`config.mk`:
```
export PLATFORM = sky130hd
export DESIGN_NAME = seq_detect_ctrl_flat
export DESIGN_NICKNAME = d
export VERILOG_FILES = /design/src/rtl/seq_detect_ctrl_if.sv /design/src/rtl/seq_detect_ctrl.sv /design/src/flat_wrapper.sv
export SDC_FILE = /design/constraint.sdc
export NUM_CORES = 1
export LEC_CHECK = 0
export BUFFER_PORTS_ARGS = -buffer_cell sky130_fd_sc_hd__buf_4
export CAP_MARGIN = 5
export CORE_UTILIZATION = 60
export CTS_CLUSTER_SIZE = 20
export DETAILED_ROUTE_END_ITERATION = 12
export PLACE_DENSITY = 0.8
export SYNTH_ARGS = -nofsm -noshare
export SYNTH_HDL_FRONTEND = slang
export SYNTH_SLANG_ARGS = --single-unit
```
`constraint.sdc`:
```
create_clock -name clk -period 6.5 [get_ports clk]
set_input_delay 0.325 -clock clk [delete_from_list [all_inputs] [get_ports clk]]
set_output_delay 0.325 -clock clk [all_outputs]
set_load 0.05 [all_outputs]
```
`src/rtl/seq_detect_ctrl_if.sv`:
```
// Word-input handshake bundle for seq_detect_ctrl: the host drives the word side
// (master), the controller answers with in_ready (slave).
interface seq_detect_ctrl_if #(
  parameter int WORD_W = 8
);
  logic              in_valid;
  logic [WORD_W-1:0] in_data;
  logic              in_last;
  logic              in_ready;

  modport master (output in_valid, in_data, in_last, input  in_ready);
  modport slave  (input  in_valid, in_data, in_last, output in_ready);
endinterface

```
`src/rtl/seq_detect_ctrl.sv`:
```
// Serializes handshaken words MSB-first and counts programmable pattern matches.
// Optional build macro NONOVERLAP_EN selects non-overlapping match detection.
module seq_detect_ctrl #(
  parameter int WORD_W  = 8,
  parameter int PAT_MAX = 8,
  parameter int CNT_W   = 16
) (
  input  logic               clk,
  input  logic               reset,
  input  logic               start,
  input  logic [PAT_MAX-1:0] pattern,
  input  logic [3:0]         pat_len,
  input  logic [CNT_W-1:0]   match_limit,
  seq_detect_ctrl_if.slave   up,
  output logic               bit_out,
  output logic               bit_valid,
  output logic               match,
  output logic [CNT_W-1:0]   match_count,
  output logic               busy,
  output logic               done,
  output logic               err
);

  localparam int SEEN_W = $clog2(PAT_MAX + 1);
  localparam int IDX_W  = (WORD_W > 1) ? $clog2(WORD_W) : 1;

  typedef enum logic [1:0] {IDLE, LOAD, SHIFT, DONE} state_t;

  state_t              state_q, state_d;
  logic [PAT_MAX-1:0]  pat_q, hist_q, hist_d, mask;
  logic [3:0]          len_q;
  logic [CNT_W-1:0]    lim_q, cnt_d;
  logic [SEEN_W-1:0]   seen_q, seen_d;
  logic [WORD_W-1:0]   word_q;
  logic                last_q;
  logic [IDX_W-1:0]    idx_q;
  logic                match_q, err_q, hit, bad_cfg, bit_last;

  assign bad_cfg  = (pat_len == 4'd0) || (int'(pat_len) > PAT_MAX);
  assign bit_last = (idx_q == IDX_W'(WORD_W - 1));

  // NOTE: every signal assigned here gets a default first so no latch is inferred.
  always_comb begin
    state_d = state_q;
    hit     = 1'b0;
    cnt_d   = match_count;
    mask    = '0;
    hist_d  = {hist_q[PAT_MAX-2:0], word_q[WORD_W-1]};
    seen_d  = (seen_q == SEEN_W'(PAT_MAX)) ? seen_q : seen_q + 1'b1;
    for (int i = 0; i < PAT_MAX; i++) mask[i] = (i < int'(len_q));

    case (state_q)
      IDLE:  if (start) state_d = bad_cfg ? DONE : LOAD;
      LOAD:  if (up.in_valid) state_d = SHIFT;
      SHIFT: begin
        hit = (((hist_d ^ pat_q) & mask) == '0) && (int'(seen_d) >= int'(len_q));
        if (hit && (match_count != '1)) cnt_d = match_count + 1'b1;
        // Reaching the limit ends the run at once; the rest of the word is dropped.
        if ((hit && (lim_q != '0) && (cnt_d == lim_q)) || (bit_last && last_q))
          state_d = DONE;
        else if (bit_last)
          state_d = LOAD;
      end
      DONE:  state_d = IDLE;
      default: state_d = IDLE;
    endcase
  end

  // NOTE: the history, word and config registers are reset too, so a run never sees stale bits.
  always_ff @(posedge clk or negedge reset) begin
    if (!reset) begin
      state_q     <= IDLE;
      pat_q       <= '0;
      len_q       <= '0;
      lim_q       <= '0;
      hist_q      <= '0;
      seen_q      <= '0;
      word_q      <= '0;
      last_q      <= 1'b0;
      idx_q       <= '0;
      match_q     <= 1'b0;
      match_count <= '0;
      err_q       <= 1'b0;
    end else begin
      // NOTE: non-blocking assignments keep every register update in step with the edge.
      state_q <= state_d;
      match_q <= hit;
      case (state_q)
        IDLE: if (start) begin
          pat_q       <= pattern;
          len_q       <= pat_len;
          lim_q       <= match_limit;
          hist_q      <= '0;
          seen_q      <= '0;
          match_count <= '0;
          err_q       <= bad_cfg;
        end
        LOAD: if (up.in_valid) begin
          word_q <= up.in_data;
          last_q <= up.in_last;
          idx_q  <= '0;
        end
        SHIFT: begin
          word_q      <= word_q << 1;
          idx_q       <= idx_q + 1'b1;
          hist_q      <= hist_d;
          match_count <= cnt_d;
`ifdef NONOVERLAP_EN
          seen_q      <= hit ? '0 : seen_d;
`else
          seen_q      <= seen_d;
`endif
        end
        default: ;
      endcase
    end
  end

  assign up.in_ready = (state_q == LOAD);
  assign bit_valid   = (state_q == SHIFT);
  assign bit_out     = (state_q == SHIFT) && word_q[WORD_W-1];
  assign match       = match_q;
  // The pulse for a match on the final bit lands after SHIFT; busy covers it.
  assign busy        = (state_q == LOAD) || (state_q == SHIFT) || match_q;
  assign done        = (state_q == DONE);
  assign err         = err_q;

endmodule

```
`src/flat_wrapper.sv`:
```
// flat-port wrapper written by rule: the top's interface ports become plain ports
module seq_detect_ctrl_flat 
#(
  parameter int WORD_W  = 8,
  parameter int PAT_MAX = 8,
  parameter int CNT_W   = 16
)
  (clk, reset, start, pattern, pat_len, match_limit, bit_out, bit_valid, match, match_count, busy, done, err, up_in_valid, up_in_data, up_in_last, up_in_ready);
  seq_detect_ctrl_if #(.WORD_W(WORD_W)) up_i ();
  input  logic clk;
  input  logic reset;
  input  logic start;
  input  logic [PAT_MAX-1:0] pattern;
  input  logic [3:0] pat_len;
  input  logic [CNT_W-1:0] match_limit;
  output logic bit_out;
  output logic bit_valid;
  output logic match;
  output logic [CNT_W-1:0] match_count;
  output logic busy;
  output logic done;
  output logic err;
  input wire logic [$bits(up_i.in_valid)-1:0] up_in_valid;
  input wire logic [$bits(up_i.in_data)-1:0] up_in_data;
  input wire logic [$bits(up_i.in_last)-1:0] up_in_last;
  output wire logic [$bits(up_i.in_ready)-1:0] up_in_ready;
  assign up_i.in_valid = up_in_valid;
  assign up_i.in_data = up_in_data;
  assign up_i.in_last = up_in_last;
  assign up_in_ready = up_i.in_ready;
  seq_detect_ctrl #(.WORD_W(WORD_W), .PAT_MAX(PAT_MAX), .CNT_W(CNT_W)) u_core (.clk(clk), .reset(reset), .start(start), .pattern(pattern), .pat_len(pat_len), .match_limit(match_limit), .up(up_i), .bit_out(bit_out), .bit_valid(bit_valid), .match(match), .match_count(match_count), .busy(busy), .done(done), .err(err));
endmodule
```
# Word level (Yosys, flattened, before mapping)

Index checks and enable logic that the tools add are counted.

Input bits: 41
Flip-flop bits (word level): 71
Logic and storage cells: 78

Multiplexer cells: 20
Bitwise gates (word level): 2
Reduce and logical (&&, ||, !) cells: 21
Add/sub/neg operators: 3
Order comparisons: 10
Eq/ne operators: 10

Operator list:

| cell                    | number |
|---|---|
| $mux W16                | 3 |
| $pmux W16 S2            | 1 |
| $add A16 B1 Y16 const B | 1 |
| $eq A16 B16 Y1          | 1 |
| $lt A3 B4 Y1 const A    | 4 |
| $ne A16 B16 Y1 const B  | 1 |
| $pmux W8 S2             | 1 |
| $reduce_bool A16 Y1     | 1 |
| $pmux W7 S2             | 1 |
| $mux W2                 | 5 |
| $and A8 B8 Y8           | 1 |
| $logic_not A8 Y1        | 1 |
| $lt A1 B4 Y1 const A    | 2 |
| $lt A2 B4 Y1 const A    | 2 |
| $mux W4                 | 2 |
| $mux W8                 | 1 |
| $pmux W2 S4             | 1 |
| $pmux W4 S2             | 1 |
| $reduce_and A2 Y1       | 4 |
| $xor A8 B8 Y8           | 1 |
| $mux W7                 | 1 |
| $logic_and A1 B1 Y1     | 6 |
| $pmux W3 S2             | 1 |
| $add A4 B1 Y4 const B   | 1 |
| 16 further kinds        | 22 |

# Logic depth before layout (Yosys ltp)

Gate-level depths: netlist of the first run.

Word-level depth: 12
Depth in mapped cells: 16

# Worst setup path before layout of the first run

OpenSTA, ideal clock, no wires.

Kind: flip-flop to flip-flop
From: register u_core.seen_q[0]
To: register u_core.state_q[1]
Setup time: 0.125 ns
Slack: 3.057 ns
Stages on the path, launching flop included: 16
Arrival: 3.318 ns
Cell sequence: dfrtp_1 > inv_1 > ha_1 > nand2_1 > nor2_1 > xnor2_1 > ha_1 > nand2b_1 > a2111oi_0 > nor4_1 > or3b_2 > o41ai_1 > o211ai_1 > nor4_2 > mux2i_1 > nor3_2

Longest elaborated chain between the ends: 12
Elaborated cells on any way between the ends: 16
Those cells by class: add/sub: 1; order compare: 1; eq/ne: 3; mux: 5; reduce/logical: 6

Ends and longest elaborated chain:

| element                                                 | RTL line               | RTL |
|---|---|---|
| from (decl)                                             | seq_detect_ctrl.sv:33  | `logic [SEEN_W-1:0] seen_q, seen_d;` |
| from (signal assigned)                                  | seq_detect_ctrl.sv:111 | `seen_q <= seen_d;` |
| $add A4 B1 Y4 / $eq A4 B4 Y1 (equally long branches)    | seq_detect_ctrl.sv:49  | `seen_d = (seen_q == SEEN_W'(PAT_MAX)) ? seen_q : seen_q + 1'b1;` |
| $mux W4 (*)                                             | seq_detect_ctrl.sv:49  |  |
| $ge A4 B4 Y1 (*)                                        | seq_detect_ctrl.sv:56  | `hit = (((hist_d ^ pat_q) & mask) == '0) && (int'(seen_d) >= int'(len_q));` |
| $logic_and A1 B1 Y1 (*)                                 | seq_detect_ctrl.sv:56  |  |
| $logic_and A1 B1 Y1                                     | seq_detect_ctrl.sv:57  | `if (hit && (match_count != '1)) cnt_d = match_count + 1'b1;` |
| $mux W16                                                | seq_detect_ctrl.sv:57  |  |
| $mux W16                                                | seq_detect_ctrl.sv:52  | `case (state_q)` |
| $eq A16 B16 Y1                                          | seq_detect_ctrl.sv:59  | `if ((hit && (lim_q != '0) && (cnt_d == lim_q)) \|\| (bit_last && last_q))` |
| $logic_and A1 B1 Y1 (*)                                 | seq_detect_ctrl.sv:59  |  |
| $logic_or A1 B1 Y1 (*)                                  | seq_detect_ctrl.sv:59  |  |
| $mux W2 / $ne A3 B1 Y1 (equally long branches)          | -                      |  |
| $pmux W2 S4 / $reduce_and A3 Y1 (equally long branches) | -                      |  |
| to (signal assigned)                                    | seq_detect_ctrl.sv:86  | `state_q <= state_d;` |
| to (decl)                                               | seq_detect_ctrl.sv:29  | `state_t state_q, state_d;` |

Every way passes the cells marked *; elsewhere a longest branch is shown, timed or not. The select of a mux whose other input is x is not followed.
A chain may end at the register's enable or synchronous reset.

# Worst setup path in the final report of the first run

Same ends and word-level chain as after synthesis.

==> impl_results.rst, run 1 <==
.. list-table::
   :header-rows: 1

   * - Metric
     - Value
   * - Run status
     - finished clean
   * - Arrival time of data at the critical path endpoint
     - 4.48 ns
   * - Basic-gate share of the synthesized area counting and, or, nand and nor cells
     - between 15 and 20%
   * - Overall Global Routing Usage
     - around 31%
   * - Gate count of the mapped netlist
     - 437
   * - Critical Setup Path Class
     - flip-flop to flip-flop
   * - Synth top area share
     - a little over two fifths
   * - Boundary pin count
     - 64
   * - Maximum net fanout on the critical path
     - 14
   * - Switching pwr
     - 1.036 mW
   * - Worst setup slack for register-to-register paths
     - 2.26 ns
   * - Most used flip-flop cell after synthesis
     - dfrtp_1
   * - HPWL Detailed
     - 8008 microns
   * - Cell area after synthesis
     - ~4300 sq um
   * - Shortest period the worst path allows
     - about 4.2 ns
   * - Power per unit of standard cell area
     - approximately 460 nW/um^2
   * - Number of buffers added on ports
     - 63
   * - Leading cell types by total area after synthesis
     - dfrtp_1 42%, mux2_2 8.2%, xnor2_1 4.5%
   * - Final hold violations
     - 0
   * - Final count of negative-setup-slack endpoints
     - 0
   * - P&R area growth vs syn
     - 16.36%
   * - Multiplexer share of the synthesized area
     - 9.369%
   * - Setup repair after global routing missed its margin
     - no
   * - Synth Area in Adders
     - approximately 3.8%
   * - Placement Rows
     - 30
   * - Die width
     - ~86 microns
   * - Period Utilization, post-route
     - 65.20%
   * - Min Hold Slack
     - 0.09784 ns
   * - Crit path capture type
     - flip-flop
   * - Data required, critical path
     - about 6.7 ns
   * - Worst-Margin Slew
     - 0.9320 ns
   * - Total congestion overflow after global routing
     - 0
   * - Final-report max-slew violation count
     - 0
   * - Combinational fraction of design power
     - 50.9%
   * - Vias in the first global route
     - around 3500
   * - Global-route wire length before repair
     - 17870 microns
   * - Area inside the core boundary
     - 6832 sq um
   * - Largest buffer count on any clock path
     - 2
   * - Die Area
     - 7442 sq um
   * - Fraction of synthesized cell area in xor and xnor cells
     - 6.167%
   * - Largest area contributor in the synthesized netlist
     - dfrtp_1
   * - H-tree lvl count
     - 3
   * - Largest net degree at the start of global routing
     - 72
   * - Sequential group share of total power
     - 34.5%
   * - Quantity of hold-fixing buffers added after cts
     - 0
   * - Rel. slew slack
     - 37.87%
   * - Net switching share of the total power
     - a little under half
   * - Initial cell density of the core
     - 62.36%
   * - Number of max-cap violations
     - 0
   * - Number of antenna violations at the first check in global routing
     - 0
   * - Clock network fraction of total power
     - between 10% and 20%
   * - GPL Wtd Cong
     - just under 1
   * - Total via count after detailed routing
     - ~3800
   * - Clock Root Buffer
     - clkbuf_8
   * - Post-placement setup slack
     - 2.298 ns
   * - DRC violation count after routing
     - 0
   * - Dominant combinational cell family by area after synthesis
     - compound AO/OA/AOI/OAI gates
   * - Synth warn
     - 0
   * - Achievable frequency
     - 0.2360 GHz
   * - Power Internal
     - roughly 1.2 mW
   * - Clock slew seen by the registers of the worst setup and hold paths
     - 0.09 ns
   * - Final core area utilization
     - 72.56%
   * - P_leak
     - 2.085 nW
   * - Detailed-routing iteration count for the pre-antenna-repair pass
     - 7
   * - Via count normalized by instance count
     - 6.386
   * - Latest clock arrival within the worst-skew pair
     - 0.36 ns
   * - Num CTS Buffers
     - 9
   * - Buffers inserted by post-CTS timing repair
     - 0
   * - Clock Skews
     - around 0.019 ns
   * - DR iter-0 viols
     - 307
   * - Proportion of synthesized chip area in sequential cells
     - 41.70%
   * - Fraction of registers with async set/reset
     - between 90% and 100%
   * - ANT nets after route
     - 0
   * - Per-instance average area after synthesis
     - 9.749 sq um
   * - Total detailed-routing wirelength
     - around 11000 microns
   * - Wirelength per Cell
     - about 19 microns
   * - Type of element launching the critical path
     - flip-flop
   * - Post-CTS Resized
     - 0
   * - Number of nets at the end of the flow
     - 544
   * - Synthesized Nets
     - between 400 and 500
   * - Total of flip-flops plus latches after synthesis
     - just over 70
   * - Die H
     - 86.27 microns
   * - Share of the synthesized area in compound gates (AO/OA/AOI/OAI)
     - 18.53%
   * - Post-route setup TNS
     - 0 ns
   * - Final Worst Setup Slack
     - 2.262 ns
   * - Proportion of layout cells with a drive suffix above 1
     - 25.05%
   * - Min-Delay Path Class
     - input pin to asynchronous set/reset pin
   * - Number of distinct standard cells referenced by the synthesized netlist
     - 66
   * - Count of flip-flops with a built-in enable after synthesis
     - 0
   * - CTS tree
     - yes
   * - Number of antenna repair diodes
     - 0
   * - Clock Sinks
     - 71
   * - Peak supply drop
     - 0.3865 mV
-- metrics by stage --
step / instances / power, mW / area, sq um
global route: 591 / 2.420 / 4957
finish: 591 / 2.269 / 4957
global placement: 575 / 1.877 / 4777
floorplan: 437 / 1.618 / 4260
CTS: 591 / 2.256 / 4957
detailed placement: 575 / 1.924 / 4777
-- logic make-up (layout without fill, tap and decap cells) --
logic type | count (synthesis) | after routing
buffers and inverters | 39 | 97
AND/OR/NAND/NOR | 133 | 133
multiplexers | 36 | 36
AO/OA/AOI/OAI | 115 | 115
adder cells (fa/ha/maj) | 13 | 13
XOR/XNOR | 30 | 30
flip-flops | 71 | 71
-- cell usage after synthesis, types with 3 or more instances --
cell / instances
inv_1: 15
dfrtp_1: 71
nand4_1: 9
and3_1: 3
nor4_1: 9
a22o_1: 11
ha_1: 13
and2_1: 6
o22ai_1: 13
o21ai_0: 25
a31oi_1: 6
buf_1: 3
nand2b_1: 4
xor2_1: 8
o2111ai_1: 4
a21oi_1: 21
nor3_1: 10
nor2_1: 19
buf_2: 4
clkbuf_1: 16
o41ai_1: 4
nor2b_1: 3
mux2_2: 31
nor4_2: 4
mux2i_1: 5
nand3_1: 14
xnor2_1: 22
nand2_1: 36
-- sequential cells by signal (all words and copies together) (netlist names) --
register / flops
u_core.match: 1
u_core.last_q: 1
u_core.match_count: 16
u_core.seen_q: 4
u_core.len_q: 4
u_core.word_q: 8
u_core.idx_q: 3
u_core.lim_q: 16
u_core.state_q: 2
u_core.err: 1
u_core.hist_q: 7
u_core.pat_q: 8
-- power by group through the flow --
| stage | sequential [mW] | combinational [mW] | clock, mW |
|---|---|---|---|
| 2_1_floorplan | 0.746 | 0.872 | 0 |
| 3_3_place_gp | 0.775 | 1.10 | 0 |
| 6_report | 0.784 | 1.15 | 0.331 |
| 3_5_place_dp | 0.785 | 1.14 | 0 |
| 4_1_cts | 0.776 | 1.14 | 0.337 |
| 5_1_grt | 0.802 | 1.26 | 0.354 |
-- layout by cell type, fill, tap and decap left out, types with 14 or more instances in the layout --
cell	n
xnor2_1	22
nand3_1	14
inv_1	15
o21ai_0	24
nand2_1	36
mux2_2	31
a21oi_1	21
buf_4	65
nor2_1	19
dfrtp_1	71
-- worst paths after layout --
check,startpoint,to,cells past startpoint
max in group asynchronous,reset,u_core.lim_q[10]$_DFFE_PN0P_,1
min reg2reg,u_core.err$_DFFE_PN0P_,u_core.err$_DFFE_PN0P_,2
min in group clk,match_limit[4],u_core.lim_q[4]$_DFFE_PN0P_,2
min,reset,u_core.match_count[6]$_DFFE_PN0P_,1
max reg2reg,u_core.seen_q[0]$_DFFE_PN0P_,u_core.state_q[1]$_DFFE_PN0P_,15
max,u_core.seen_q[0]$_DFFE_PN0P_,u_core.state_q[1]$_DFFE_PN0P_,15
-- critical path, stage by stage (launching register included) --
cell and delay [ns]:
dfrtp_1 0.41, inv_1 0.12, ha_1 0.16, nand2_1 0.07, nor2_1 0.13, xnor2_1 0.18
ha_1 0.27, nand2b_1 0.13, a2111oi_0 0.70, nor3_1 0.26, nand4_1 0.55, mux2i_1 0.25
o2111ai_1 0.15, nor4_2 0.43, mux2i_1 0.27, nor3_2 0.05
-- layout make-up --
type	count	area (sq um)
Inverter	16	60.06
Tap cell	96	120.1
Multi-Input combinational cell	327	2332
Timing Repair Buffer	65	488.0
Sequential cell	71	1777
Fill cell	532	1874
Clock buffer	10	137.6
Clock inverter	6	42.54
-- layer usage --
metal	global-route usage, %	up-vias	part of all wire, %
met3	6.095	27	8.0
met2	46.97	188	45
li1	-	1747	-
met1	44.23	1812	44
met4	12.73	0	2.7
met5	0	-	0
No activity file was read; power rests on OpenSTA's default activity.
==> inputs of run 2 (changes only) <==
CORE_UTILIZATION = 57   (was 60)
PLACE_DENSITY = 0.77   (was 0.8)
clock period = 3.9 ns   (was 6.5 ns; I/O delays follow)
==> run 2 against run 1 <==
Compared with the run above: the run now ends with negative hold slack left; flip-flop and latch count is the same; die area grew 5.1%; setup slack lost 2.1 ns; register-to-register slack lost 2.1 ns; wire length shrank 1.3%; sequential share of layout area shrank 0.75 points; fmax grew 14%; critical endpoint unchanged.
==> impl_results.rst, run 2 (synthesis gave the netlist of run 1 again) <==
.. list-table::
   :header-rows: 1

   * - Metric
     - Value
   * - Largest buffer count on any clock path
     - 2
   * - Initial cell density of the core
     - 58.74%
   * - DRC violation count after routing
     - 0
   * - Placement Rows
     - 31
   * - Met1 Track Usage GR
     - 42.55%
   * - P_leak
     - ~2.1 nW
   * - Number of antenna repair diodes
     - 0
   * - Largest registers
     - u_core.lim_q: 16 flops, u_core.match_count: 16 flops
   * - Non-filler cells in the finished layout
     - 600
   * - Clock Root Buffer
     - clkbuf_8
   * - Min-Delay Path Class
     - input pin to asynchronous set/reset pin
   * - DR iter-0 viols
     - 268
   * - Total congestion overflow after global routing
     - 0
   * - Die Area
     - 7824 sq um
   * - Total chip power
     - between 3 and 4 mW
   * - Worst setup slack for register-to-register paths
     - 0.19 ns
   * - Number of buffers and inverters on the critical path
     - 2
   * - Arrival time of data at the critical path endpoint
     - 3.94 ns
   * - Type of element launching the critical path
     - flip-flop
   * - Crit Reg-Reg Startpoint
     - u_core.seen_q[0]$_DFFE_PN0P_
   * - Power per unit of standard cell area
     - 773.1 nW/um^2
   * - Clock slew seen by the registers of the worst setup and hold paths
     - approximately 0.08 ns
   * - Critical Path Slowest Stage Cell
     - nor4_1
   * - Cell depth of the worst flop-to-flop path
     - 16
   * - Detailed-routing iteration count for the pre-antenna-repair pass
     - 5
   * - Critical path depth in cells
     - 16
   * - Rel. slew slack
     - 39.88%
   * - Min Hold Slack
     - -0.05135 ns
   * - Area of combinational cells with multiple inputs
     - 2374 sq um
   * - HPWL Detailed
     - roughly 7800 microns
   * - Largest net degree at the start of global routing
     - 72
   * - Vias in the first global route
     - 3452
   * - Crit path capture type
     - flip-flop
   * - Worst-Margin Slew
     - 0.9019 ns
   * - Proportion of layout cells with a drive suffix above 1
     - between 20% and 30%
   * - Final count of negative-setup-slack endpoints
     - 0
   * - Peak supply drop
     - 0.5000 mV
   * - Met2 track utilization from global routing
     - 44.69%
   * - Shortest period the worst path allows
     - 3.705 ns
   * - Run status
     - complete, but fails checks
   * - Area inside the core boundary
     - 7253 sq um
   * - Number of max-cap violations
     - 0
   * - Violated checks
     - negative hold slack
   * - Number of antenna violations at the first check in global routing
     - 0
   * - Wirelength per Cell
     - roughly 18 microns
   * - End point of the critical path
     - u_core.state_q[1]$_DFFE_PN0P_
   * - Global-route wire length before repair
     - 17390 microns
   * - Placed Instances
     - 581
   * - Final-report max-slew violation count
     - 0
   * - Boundary pin count
     - 64
   * - Reg2reg end
     - u_core.state_q[1]$_DFFE_PN0P_
   * - Data required, critical path
     - between 4 and 5 ns
   * - Total via count after detailed routing
     - 3800
   * - Overall Global Routing Usage
     - between 20% and 30%
   * - Layout filler cell count
     - between 500 and 600
   * - Latest clock arrival within the worst-skew pair
     - 0.36 ns
   * - Final core area utilization
     - a little over two thirds
   * - Met3 routing resource usage after global routing
     - 6.810%
   * - Total detailed-routing wirelength
     - approximately 11000 microns
   * - Critical Setup Path Class
     - flip-flop to flip-flop
   * - ANT nets after route
     - 0
   * - CTS tree
     - yes
   * - Post-placement setup slack
     - roughly 0.03 ns
   * - Die H
     - 88.46 microns
   * - Largest incremental delay on the critical path
     - 0.54 ns
   * - Final Worst Setup Slack
     - 0.1946 ns
   * - Clock Skews
     - between 0.015 and 0.02 ns
   * - Post-route setup TNS
     - 0 ns
   * - H-tree lvl count
     - 3
   * - Global-route layer with the greatest usage
     - met2
   * - Clock Sinks
     - 71
   * - Die width
     - 88.46 microns
   * - Sequential cell area
     - 1777 sq um
   * - P&R area growth vs syn
     - 18.85%
   * - Number of buffers added on ports
     - 63
   * - Commonest cells after routing, fill and taps aside
     - 71 x buf_4, 71 x dfrtp_1, 36 x nand2_1, 31 x mux2_2, 24 x o21ai_0
   * - GPL Wtd Cong
     - 0.9326
   * - Period Utilization, post-route
     - approximately 95%
   * - Series of cell instances along the critical path
     - inv_2, ha_1, nand2_1, nor2_1, xnor2_1, ha_1, nand2b_1, a2111oi_0, buf_4, nor4_1, nand4b_1, mux2i_1, o2111ai_2, nor4_4, mux2i_1, nor3_2
   * - Num CTS Buffers
     - 9
   * - Achievable frequency
     - 0.2699 GHz
   * - Via count normalized by instance count
     - 6.333
   * - Kind of cell adding the most delay to the critical path
     - simple AND/OR/NAND/NOR gates
   * - Number of nets at the end of the flow
     - 550
   * - Worst setup path startpoint
     - u_core.seen_q[0]$_DFFE_PN0P_
   * - Final hold violations
     - between 40 and 50
   * - Maximum net fanout on the critical path
     - 4
run 2: changes by cell type in the layout (fill, tap and decap cells not counted), sizes merged:
cell,delta
buf,+6
bufinv,+1
clkinv,+1
clkinvlp,-1
inv,-1
run 2: power breakdown:
| part | switching, mW | internal, mW | leakage, nW | total (mW) |
|---|---|---|---|---|
| logic | 1.16 | 0.849 | 1.16 | 2.01 |
| clock network | 0.301 | 0.299 | 0.0968 | 0.600 |
| registers | 0.291 | 1.01 | 0.887 | 1.30 |
run 2: per-stage QoR:
step	area [sq um]	hold slack (ns)
floorplan	4260	-0.1006
global placement	4803	0.3696
detailed placement	4803	0.3774
CTS	5000	0.0002259
global route	5064	0.03227
finish	5064	-0.05135
run 2: what timing repair did:
action | CTS | global route
hold buffers | 0 | 0
gates resized for setup | 0 | 7
setup endpoints to repair | 0 | 2
buffers inserted | 0 | 3
run 2: layout make-up:
| type | instances | share of cell area (%) |
|---|---|---|
| Multi-Input combinational cell | 327 | 46.87 |
| Sequential cell | 71 | 35.09 |
| Timing Repair Buffer | 71 | 10.53 |
| Clock buffer | 10 | 2.520 |
| Tap cell | 99 | 2.446 |
| Clock inverter | 6 | 1.359 |
| Inverter | 16 | 1.186 |
run 2: worst min path at each step:
| stage | from | endpoint | slack [ns] |
|---|---|---|---|
| after CTS | reset | u_core.pat_q[6]$_DFFE_PN0P_ | 0.0002 |
| after floorplan | reset | u_core.err$_DFFE_PN0P_ | -0.10 |
| after global placement | reset | u_core.hist_q[6]$_DFFE_PN0P_ | 0.37 |
| after detailed placement | reset | u_core.pat_q[5]$_DFFE_PN0P_ | 0.38 |
| final | reset | u_core.seen_q[3]$_DFFE_PN0P_ | -0.05 |
| after global routing | reset | u_core.pat_q[5]$_DFFE_PN0P_ | 0.03 |
run 2: per-layer routing:
metal | part of all wire, % | up-vias | wire length [microns]
li1 | - | 1755 | -
met1 | 44 | 1850 | 4717
met2 | 46 | 178 | 4978
met3 | 9.2 | 17 | 996
met4 | 1.3 | 0 | 145
met5 | 0 | - | 0
==> inputs of run 3 (changes only) <==
MAX_ROUTING_LAYER = met4   (was default)
==> run 3 against run 2 <==
Compared with the run above: critical endpoint unchanged; combinational power hardly changed; critical path type unchanged; largest cell class unchanged; first-iteration DRC count up 21%; clock skew shrank 0.0042 ns; the flow now finishes without violations; final cell count did not move; register-to-register slack improved by 0.02 ns; worst hold slack improved by 0.12 ns; sequential share of layout area shrank 0.17 points.
==> impl_results.rst, run 3 (synthesis gave the netlist of run 1 again) <==
.. list-table::
   :header-rows: 1

   * - Metric
     - Value
   * - Run status
     - finished clean
   * - Overall Global Routing Usage
     - about a third
   * - Shortest period the worst path allows
     - 3.683 ns
   * - Placed inst area
     - 4803 sq um
   * - Final hold violations
     - 0
   * - Worst setup slack for register-to-register paths
     - 0.22 ns
   * - Vias in the first global route
     - 3604
   * - Clock Skews
     - 0.01204 ns
   * - Total detailed-routing wirelength
     - roughly 11000 microns
   * - Critical Setup Path Class
     - flip-flop to flip-flop
   * - Number of buffers and inverters on the critical path
     - 3
   * - Clock Sinks
     - just over 70
   * - Area of combinational cells with multiple inputs
     - approximately 2400 sq um
   * - Peak supply drop
     - about 0.56 mV
   * - Die H
     - 88.46 microns
   * - Commonest cells after routing, fill and taps aside
     - 71 x dfrtp_1, 70 x buf_4, 36 x nand2_1, 31 x mux2_2, 24 x o21ai_0
   * - Reg2reg end
     - u_core.state_q[1]$_DFFE_PN0P_
   * - Total congestion overflow after global routing
     - 0
   * - Leading cell type in the layout, fill and taps excluded
     - dfrtp_1
   * - Achievable frequency
     - 0.2715 GHz
   * - Maximum net fanout on the critical path
     - 6
   * - Hold path depth
     - 2
   * - Number of antenna violations at the first check in global routing
     - 0
   * - ANT nets after route
     - 0
   * - Initial cell density of the core
     - roughly three fifths
   * - Series of cell instances along the critical path
     - inv_1, ha_1, nand2_1, nor2_1, xnor2_1, ha_1, nand2b_1, a2111oi_0, buf_4, nor3_1, nand4_1, buf_4, nor3b_1, o2111ai_1, nor4_4, mux2i_1, nor3_2
   * - Placement Rows
     - 31
   * - P&R area growth vs syn
     - 19.44%
   * - Cell depth of the worst flop-to-flop path
     - 17
   * - P_leak
     - 2.151 nW
   * - Rel. slew slack
     - 39.98%
   * - Area inside the core boundary
     - 7253 sq um
   * - DR iter-0 viols
     - 323
   * - DRC violation count after routing
     - 0
   * - Min-Delay Path Class
     - input pin to flip-flop
   * - Clock slew seen by the registers of the worst setup and hold paths
     - 0.08 ns
   * - Largest incremental delay on the critical path
     - about 0.43 ns
   * - Crit Reg-Reg Startpoint
     - u_core.seen_q[0]$_DFFE_PN0P_
   * - Largest buffer count on any clock path
     - 2
   * - Design Area, Final
     - 5089 sq um
   * - Number of max-cap violations
     - 0
   * - Worst-Margin Slew
     - 0.9003 ns
   * - Largest net degree at the start of global routing
     - 72
   * - Post-route setup TNS
     - 0 ns
   * - HPWL Detailed
     - between 7000 and 8000 microns
   * - Number of antenna repair diodes
     - 0
   * - Largest registers
     - u_core.lim_q: 16 flops, u_core.match_count: 16 flops
   * - Arrival time of data at the critical path endpoint
     - just under 4 ns
   * - Num CTS Buffers
     - 9
   * - Die Area
     - 7824 sq um
   * - CTS tree
     - yes
   * - Data required, critical path
     - 4.14 ns
   * - Final count of negative-setup-slack endpoints
     - 0
   * - Final-report max-slew violation count
     - 0
   * - Type of element launching the critical path
     - flip-flop
   * - Critical Path Slowest Stage Cell
     - nor3_1
   * - H-tree lvl count
     - 3
   * - Number of buffers added on ports
     - 63
   * - Detailed-routing iteration count for the pre-antenna-repair pass
     - 5
   * - Boundary pin count
     - 64
   * - Power per unit of standard cell area
     - 788.9 nW/um^2
   * - Latest clock arrival within the worst-skew pair
     - 0.36 ns
   * - Die width
     - 88.46 microns
   * - Sequential cell area
     - about 1800 sq um
   * - Number of nets at the end of the flow
     - 550
   * - Final Worst Setup Slack
     - 0.2172 ns
   * - Post-placement setup slack
     - 0.08103 ns
   * - Wirelength per Cell
     - about 19 microns
   * - Total chip power
     - 4.015 mW
   * - Global-route wire length before repair
     - 18000 microns
   * - Hold_sp
     - up_in_last
   * - Clock Root Buffer
     - clkbuf_8
   * - Total via count after detailed routing
     - 3839
   * - Proportion of layout cells with a drive suffix above 1
     - 25.95%
   * - Crit path capture type
     - flip-flop
   * - Via count normalized by instance count
     - 6.398
   * - Period Utilization, post-route
     - 94.43%
   * - Kind of cell adding the most delay to the critical path
     - simple AND/OR/NAND/NOR gates
   * - GPL Wtd Cong
     - 0.9654
   * - Hold Crit Endpoint
     - u_core.last_q$_DFFE_PN0P_
   * - Layout filler cell count
     - 599
run 3: cell count changes in the layout (fill, tap and decap cells not counted), sizes merged:
cell         change
bufinv           +1
buf              -1
clkinv           -3
dlygate4sd3      +1
clkbuf           +2
run 3: what timing repair did:
| action | 4_1_cts | 5_1_grt |
|---|---|---|
| endpoints found under the hold margin | 6 | 0 |
| endpoints found under the setup margin | 0 | 2 |
| resized for setup | 0 | 4 |
| buffers inserted | 0 | 2 |
| hold buffers | 1 | 0 |
run 3: per-stage QoR:
stage | utilization, % | hold slack [ns] | cells
finish | 70.16 | 0.06712 | 600
global route | 70.16 | 0.06023 | 600
CTS | 69.55 | 0.06607 | 598
detailed placement | 66.22 | 0.3788 | 581
global placement | 66.22 | 0.3696 | 581
floorplan | - | -0.1006 | 437
run 3: power breakdown:
part	internal [mW]	leakage (nW)	total, mW	switching (mW)
clock network	0.398	0.113	0.697	0.299
logic	0.841	1.15	2.02	1.18
registers	1.01	0.887	1.30	0.290
run 3: worst reg2reg max path, delay by kind of cell, from the launching register on:
kind	cells	cell delay (ns)
DFF	1	0.41
and+or+nand+nor	8	1.58
buffers and inverters	3	0.54
muxes	1	0.25
adders and majority gates	2	0.44
AOI/OAI and AO/OA	2	0.26
xor gates and xnor gates	1	0.10
run 3: how the worst max path moves through the flow:
stage | start | end | slack [ns] | depth (start not counted)
global placement | u_core.seen_q[0]$_DFFE_PN0P_ | u_core.state_q[1]$_DFFE_PN0P_ | 0.25 | 17
floorplan | u_core.seen_q[0]$_DFFE_PN0P_ | u_core.state_q[1]$_DFFE_PN0P_ | 0.46 | 15
CTS | u_core.seen_q[0]$_DFFE_PN0P_ | u_core.state_q[1]$_DFFE_PN0P_ | 0.05 | 17
finish | u_core.seen_q[0]$_DFFE_PN0P_ | u_core.state_q[1]$_DFFE_PN0P_ | 0.22 | 17
detailed placement | u_core.seen_q[0]$_DFFE_PN0P_ | u_core.state_q[1]$_DFFE_PN0P_ | 0.08 | 17
global route | u_core.seen_q[0]$_DFFE_PN0P_ | u_core.state_q[1]$_DFFE_PN0P_ | -0.03 | 17
run 3: cell type report:
type,count,area share [%]
well taps,99,2.434
clock buffers,12,3.049
repair buffers,71,10.52
multi-input cells,327,46.40
clock inverters,4,1.500
inverters,16,1.180
flip-flops and latches,71,34.92
run 3: per-layer routing:
| metal | wire length [microns] | vias to the layer above | global-route usage, % |
|---|---|---|---|
| met5 | 0 | - | - |
| met4 | 242 | 0 | 12.32 |
| li1 | - | 1758 | - |
| met3 | 869 | 36 | 4.944 |
| met1 | 4934 | 1849 | 43.57 |
| met2 | 5114 | 196 | 46.01 |
